**config.mk**
```make
export PLATFORM = sky130hd
export DESIGN_NAME = pipe_skid_buffer
export DESIGN_NICKNAME = d
export VERILOG_FILES = /design/src/rtl/pipe_skid_buffer.sv
export SDC_FILE = /design/constraint.sdc
export NUM_CORES = 1
export LEC_CHECK = 0
export CELL_PAD_IN_SITES_DETAIL_PLACEMENT = 0
export CELL_PAD_IN_SITES_GLOBAL_PLACEMENT = 1
export CORE_AREA = 2 2 39 41
export CTS_CLUSTER_DIAMETER = 150
export DETAILED_ROUTE_END_ITERATION = 16
export DIE_AREA = 0 0 41 43
export PLACE_DENSITY_LB_ADDON = 0.2
export SLEW_MARGIN = 15
export SYNTH_ARGS = -nofsm -noshare
export SYNTH_HDL_FRONTEND = slang
export SYNTH_SLANG_ARGS = --single-unit
```
**constraint.sdc**
```tcl
create_clock -name clock -period 1.7 [get_ports clock]
set_clock_uncertainty 0.15 [all_clocks]
set_input_delay 0.51 -clock clock [delete_from_list [all_inputs] [get_ports clock]]
set_output_delay 0.51 -clock clock [all_outputs]
set_load 0.005 [all_outputs]
```
**src/rtl/pipe_skid_buffer.sv**
```systemverilog
// Two-entry elastic register slice for a valid/ready stream; both in_ready and out_data come from flops.
// Optional synchronous flush port and logic are enabled with `define SKID_FLUSH_EN.
module pipe_skid_buffer #(
    parameter int unsigned N = 1
) (
    input  logic         clock,
    input  logic         rstN,
    input  logic [N-1:0] in_data,
    input  logic         in_valid,
    output logic         in_ready,
    output logic [N-1:0] out_data,
    output logic         out_valid,
    input  logic         out_ready
`ifdef SKID_FLUSH_EN
    ,
    input  logic         flush
`endif
);

    typedef enum logic [1:0] {
        EMPTY = 2'd0,
        BUSY  = 2'd1,
        FULL  = 2'd2
    } state_t;

    state_t       state;
    state_t       state_d;
    logic [N-1:0] main_q;
    logic [N-1:0] main_d;
    logic [N-1:0] skid_q;
    logic [N-1:0] skid_d;
    logic         in_xfer_c;
    logic         out_xfer_c;

    assign in_xfer_c  = in_valid & in_ready;
    assign out_xfer_c = out_valid & out_ready;
    assign out_data   = main_q;

    // Next-state and data-path steering
    always_comb begin
        state_d = state;
        main_d  = main_q;
        skid_d  = skid_q;
        case (state)
            EMPTY: begin
                if (in_xfer_c) begin
                    main_d  = in_data;
                    state_d = BUSY;
                end
            end
            BUSY: begin
                if (in_xfer_c && out_xfer_c) begin
                    main_d = in_data;
                end else if (in_xfer_c) begin
                    skid_d  = in_data;
                    state_d = FULL;
                end else if (out_xfer_c) begin
                    state_d = EMPTY;
                end
            end
            FULL: begin
                if (out_xfer_c) begin
                    main_d  = skid_q;
                    state_d = BUSY;
                end
            end
            default: state_d = EMPTY;
        endcase
`ifdef SKID_FLUSH_EN
        // Flush wins over any transfer; held data registers are left as they are
        if (flush) begin
            state_d = EMPTY;
        end
`endif
    end

    // Handshake outputs are re-derived from the next state so both stay pure flops
    always_ff @(posedge clock or negedge rstN) begin
        if (!rstN) begin
            state     <= EMPTY;
            main_q    <= '0;
            skid_q    <= '0;
            in_ready  <= 1'b0;
            out_valid <= 1'b0;
        end else begin
            state     <= state_d;
            main_q    <= main_d;
            skid_q    <= skid_d;
            in_ready  <= (state_d != FULL);
            out_valid <= (state_d != EMPTY);
        end
    end

endmodule

```
==> metrics list <==
* Half-perimeter wire length of the detailed placement result: about 520 µm
* Cell accounting for the most synthesized area: dfrtp_1
- Averaged over all synthesized cells, the footprint is approximately 11 µm².
- Overflow left after global routing: 0
- Synth Flop Type: dfrtp_1
* Final Hold Slack: between 0.3 and 0.4 ns
- For the pin with the worst max-slew slack, the measured transition is 0.306 ns.
- After the last flow step, the layout net total stands at 50.
- In this run the core area contains 14 standard-cell rows.
- Number of buffer and inverter instances along the worst setup path: 1
* Placed cell count: 54
- For this design the top-level I/O count stands at 8.
* Final Hold Viols: 0
* Maximum number of pins on one net before global-route repair: 9
- In this run the deepest clock path goes through 2 buffers.
* Most frequent cell after synthesis: dfrtp_1
- CP peak stage delay: 0.52 ns
- Worst path setup slack after routing: 0.0424 ns
- Timing analysis after detailed placement gives a worst setup slack of -0.219 ns.
- EDFF count, synth: 0
* Effective utilization at floorplan: 23.1%
- The critical path is of the in2reg type.
- The run finished with clean final reports.
* All-layer global routing usage: approximately 10%
* Wire length of the first global-routing pass: between 1000 and 1500 µm
- In the final layout, the share of cells above drive strength 1 is 32.6%.
* H-tree levels: 1
- Post-Route WL: 668 µm
- Total die area: approximately 0.0018 mm²
* Cts hold-fix bufs: 0
- Register bit total from synthesis: 6
- Min-delay worst type: in2async
- Ordered cell list for the critical path: clkdlybuf4s50_1 > and3b_2 > nand2_1 > mux2_4
- Worst skew pair latency: 0.24 ns
* Total non-filler cell area in the finished layout: approximately 470 µm²
- Fraction of synthesized cell area taken by the top area cell type: 47.1%
* Cell family with most CP delay: buffers and inverters
- Setup repair after global routing left no endpoint under its margin.
* Synthesized net count: 34
- Horizontal die dimension: around 41 µm
- FMAX: approximately 0.60 GHz
- Sequential elements use 47.1% of the synthesized area.
- Synth area leaders: dfrtp_1 (47%), a21boi_4 (5.9%), and3b_1 (5.5%), a21oi_1 (4.7%), a221oi_2 (4.7%)
- Vertical die dimension: roughly 43 µm
- Cell count after synthesis: 29
- Along the worst path, the maximum fanout reaches 4.
* Number of CTS-inserted buffers: 3
- The synthesized netlist contains 17 unique library cells.
* Data required time at the worst endpoint: about 1.7 ns
- Drt first-iter violations: 3
- Compared with the post-synthesis result, the final layout area differs by 46.3%.
* Headroom to the max-slew limit: between 70% and 80%
* Total DRC errors in the routed layout: 0
- Clock transition at the register clock pins on the worst setup and hold paths after CTS: around 0.050 ns
* Instance area after placement: 424 µm²
- The region available for standard cell placement spans 0.00138 mm².
- At the end of routability-driven placement, the weighted congestion stood at 0.673.
* Number of max-cap violations: 0
- STA classifies the critical path startpoint as a primary input.
- CTS saw 6 sinks.
- In the synthesized netlist the async set-or-reset flop fraction comes to 100%.
* Count of buffers from port buffering: 7
* Vias per cell: around 4.5
- 0 antenna diodes ended up in the layout.
* Leakage power figure: 0.210 nW
- The detailed router placed 267 vias in this run.
- Dividing total power by cell area gives a power density of 1560 mW/mm².
- Clk Tree Root Cell: clkbuf_4
- The initial antenna violation count is 0.
- Count of antenna-violating nets left after detailed routing: 0
- Warnings, synthesis: 0
* Ratio of final minimum period to clock period: 97.5%
* Final cell count without fillers: 59
- Time the worst path needs with I/O delays and setup: 1.66 ns
- Crit path arrival time: 1.63 ns
- The first detailed-routing pass ran for 4 iterations.
* Final setup fails: 0
* Kind of end point of the critical path: register
- Commonest cells in the synthesized netlist: dfrtp_1 (6), a21oi_1 (3), nand2_1 (3)
* Worst vdd rail ir drop: 634 µV
* Vias in the first global route: 291
- Post-detailed-route wirelength per cell: 11.3 µm
* Slowest cell on the critical path: clkdlybuf4s50_1
* Number of slew-limit violations in the final report: 0
* Cell area after synthesis: 319 µm²
- TritonCTS built the clock tree.
-- kinds of logic (layout without fill, tap and decap cells) --
logic type | Yosys count | count (layout) | synth area share [%]
compound gates | 11 | 11 | 27.4
buf+inv | 2 | 16 | 2.35
flops | 6 | 6 | 47.1
mux | 1 | 1 | 4.70
simple gates | 9 | 9 | 18.4
-- worst reg2reg max path, cell delays in order (launching register included) --
cell,delay (ns)
dfrtp_1,0.38
buf_4,0.14
and3b_2,0.21
nand2_1,0.08
mux2_4,0.30
-- flip-flops by register name (all words and copies together), names as in the netlist --
| signal | flops |
|---|---|
| out_data | 1 |
| out_valid | 1 |
| skid_q | 1 |
| in_ready | 1 |
| state | 2 |
-- what timing repair did --
item / CTS / global route
gates resized for setup: 3 / 2
endpoints found under the setup margin: 3 / 2
setup buffers: 2 / 0
-- path summary, 6_finish.rpt --
| check | endpoint | slack (ns) | cells after the start | startpoint |
|---|---|---|---|---|
| hold reg to reg | skid_q | 0.40 | 1 | skid_q |
| hold / removal | out_valid | 0.36 | 1 | rstN |
| setup reg to reg | skid_q | 0.32 | 4 | in_ready |
| setup / recovery | skid_q | 0.04 | 4 | in_valid |
| max in group asynchronous | out_data | 0.81 | 1 | rstN |
| min in group clock | skid_q | 0.40 | 1 | skid_q |
-- power by group --
group / internal (mW) / switching, mW / leakage [nW] / total [mW]
clock network: 0.0796 / 0.0471 / 0.0138 / 0.127
registers: 0.206 / 0.0541 / 0.0696 / 0.260
logic: 0.210 / 0.132 / 0.127 / 0.341
total: 0.495 / 0.233 / 0.210 / 0.728
-- metrics by stage --
stage	TNS (ns)	power, mW	utilization (%)
6_report	0	0.728	33.7
5_1_grt	0	0.797	33.7
4_1_cts	0	0.728	33.1
3_5_place_dp	-0.624	0.588	30.7
3_3_place_gp	-0.534	0.589	30.7
2_1_floorplan	0	0.448	-
-- final cells by class --
class                           instances  area (µm²)
Clock buffer                            3        22.5
Fill cell                             144         917
Inverter                                2        7.51
Multi-Input combinational cell         21         170
Sequential cell                         6         150
Tap cell                               16        20.0
Timing Repair Buffer                   11        96.3
-- layer usage --
| layer | vias up | part of all wire (%) | global-route usage [%] |
|---|---|---|---|
| li1 | 134 | - | - |
| met1 | 126 | 43 | 11.1 |
| met2 | 7 | 51 | 15.0 |
| met3 | 0 | 6.0 | 4.71 |
| met4 | 0 | 0 | 6.00 |
| met5 | - | 0 | 0 |
-- placed cells by master, fill, tap and decap left out, drive strengths merged, types with 2 or more instances in the layout --
cell type	n
a21oi	3
clkbuf	3
dlygate4sd2	3
dfrtp	6
inv	2
clkdlybuf4s50	4
buf	4
nand2	3
o21ai	3
and3b	2
(Power assumes the default switching activity.)
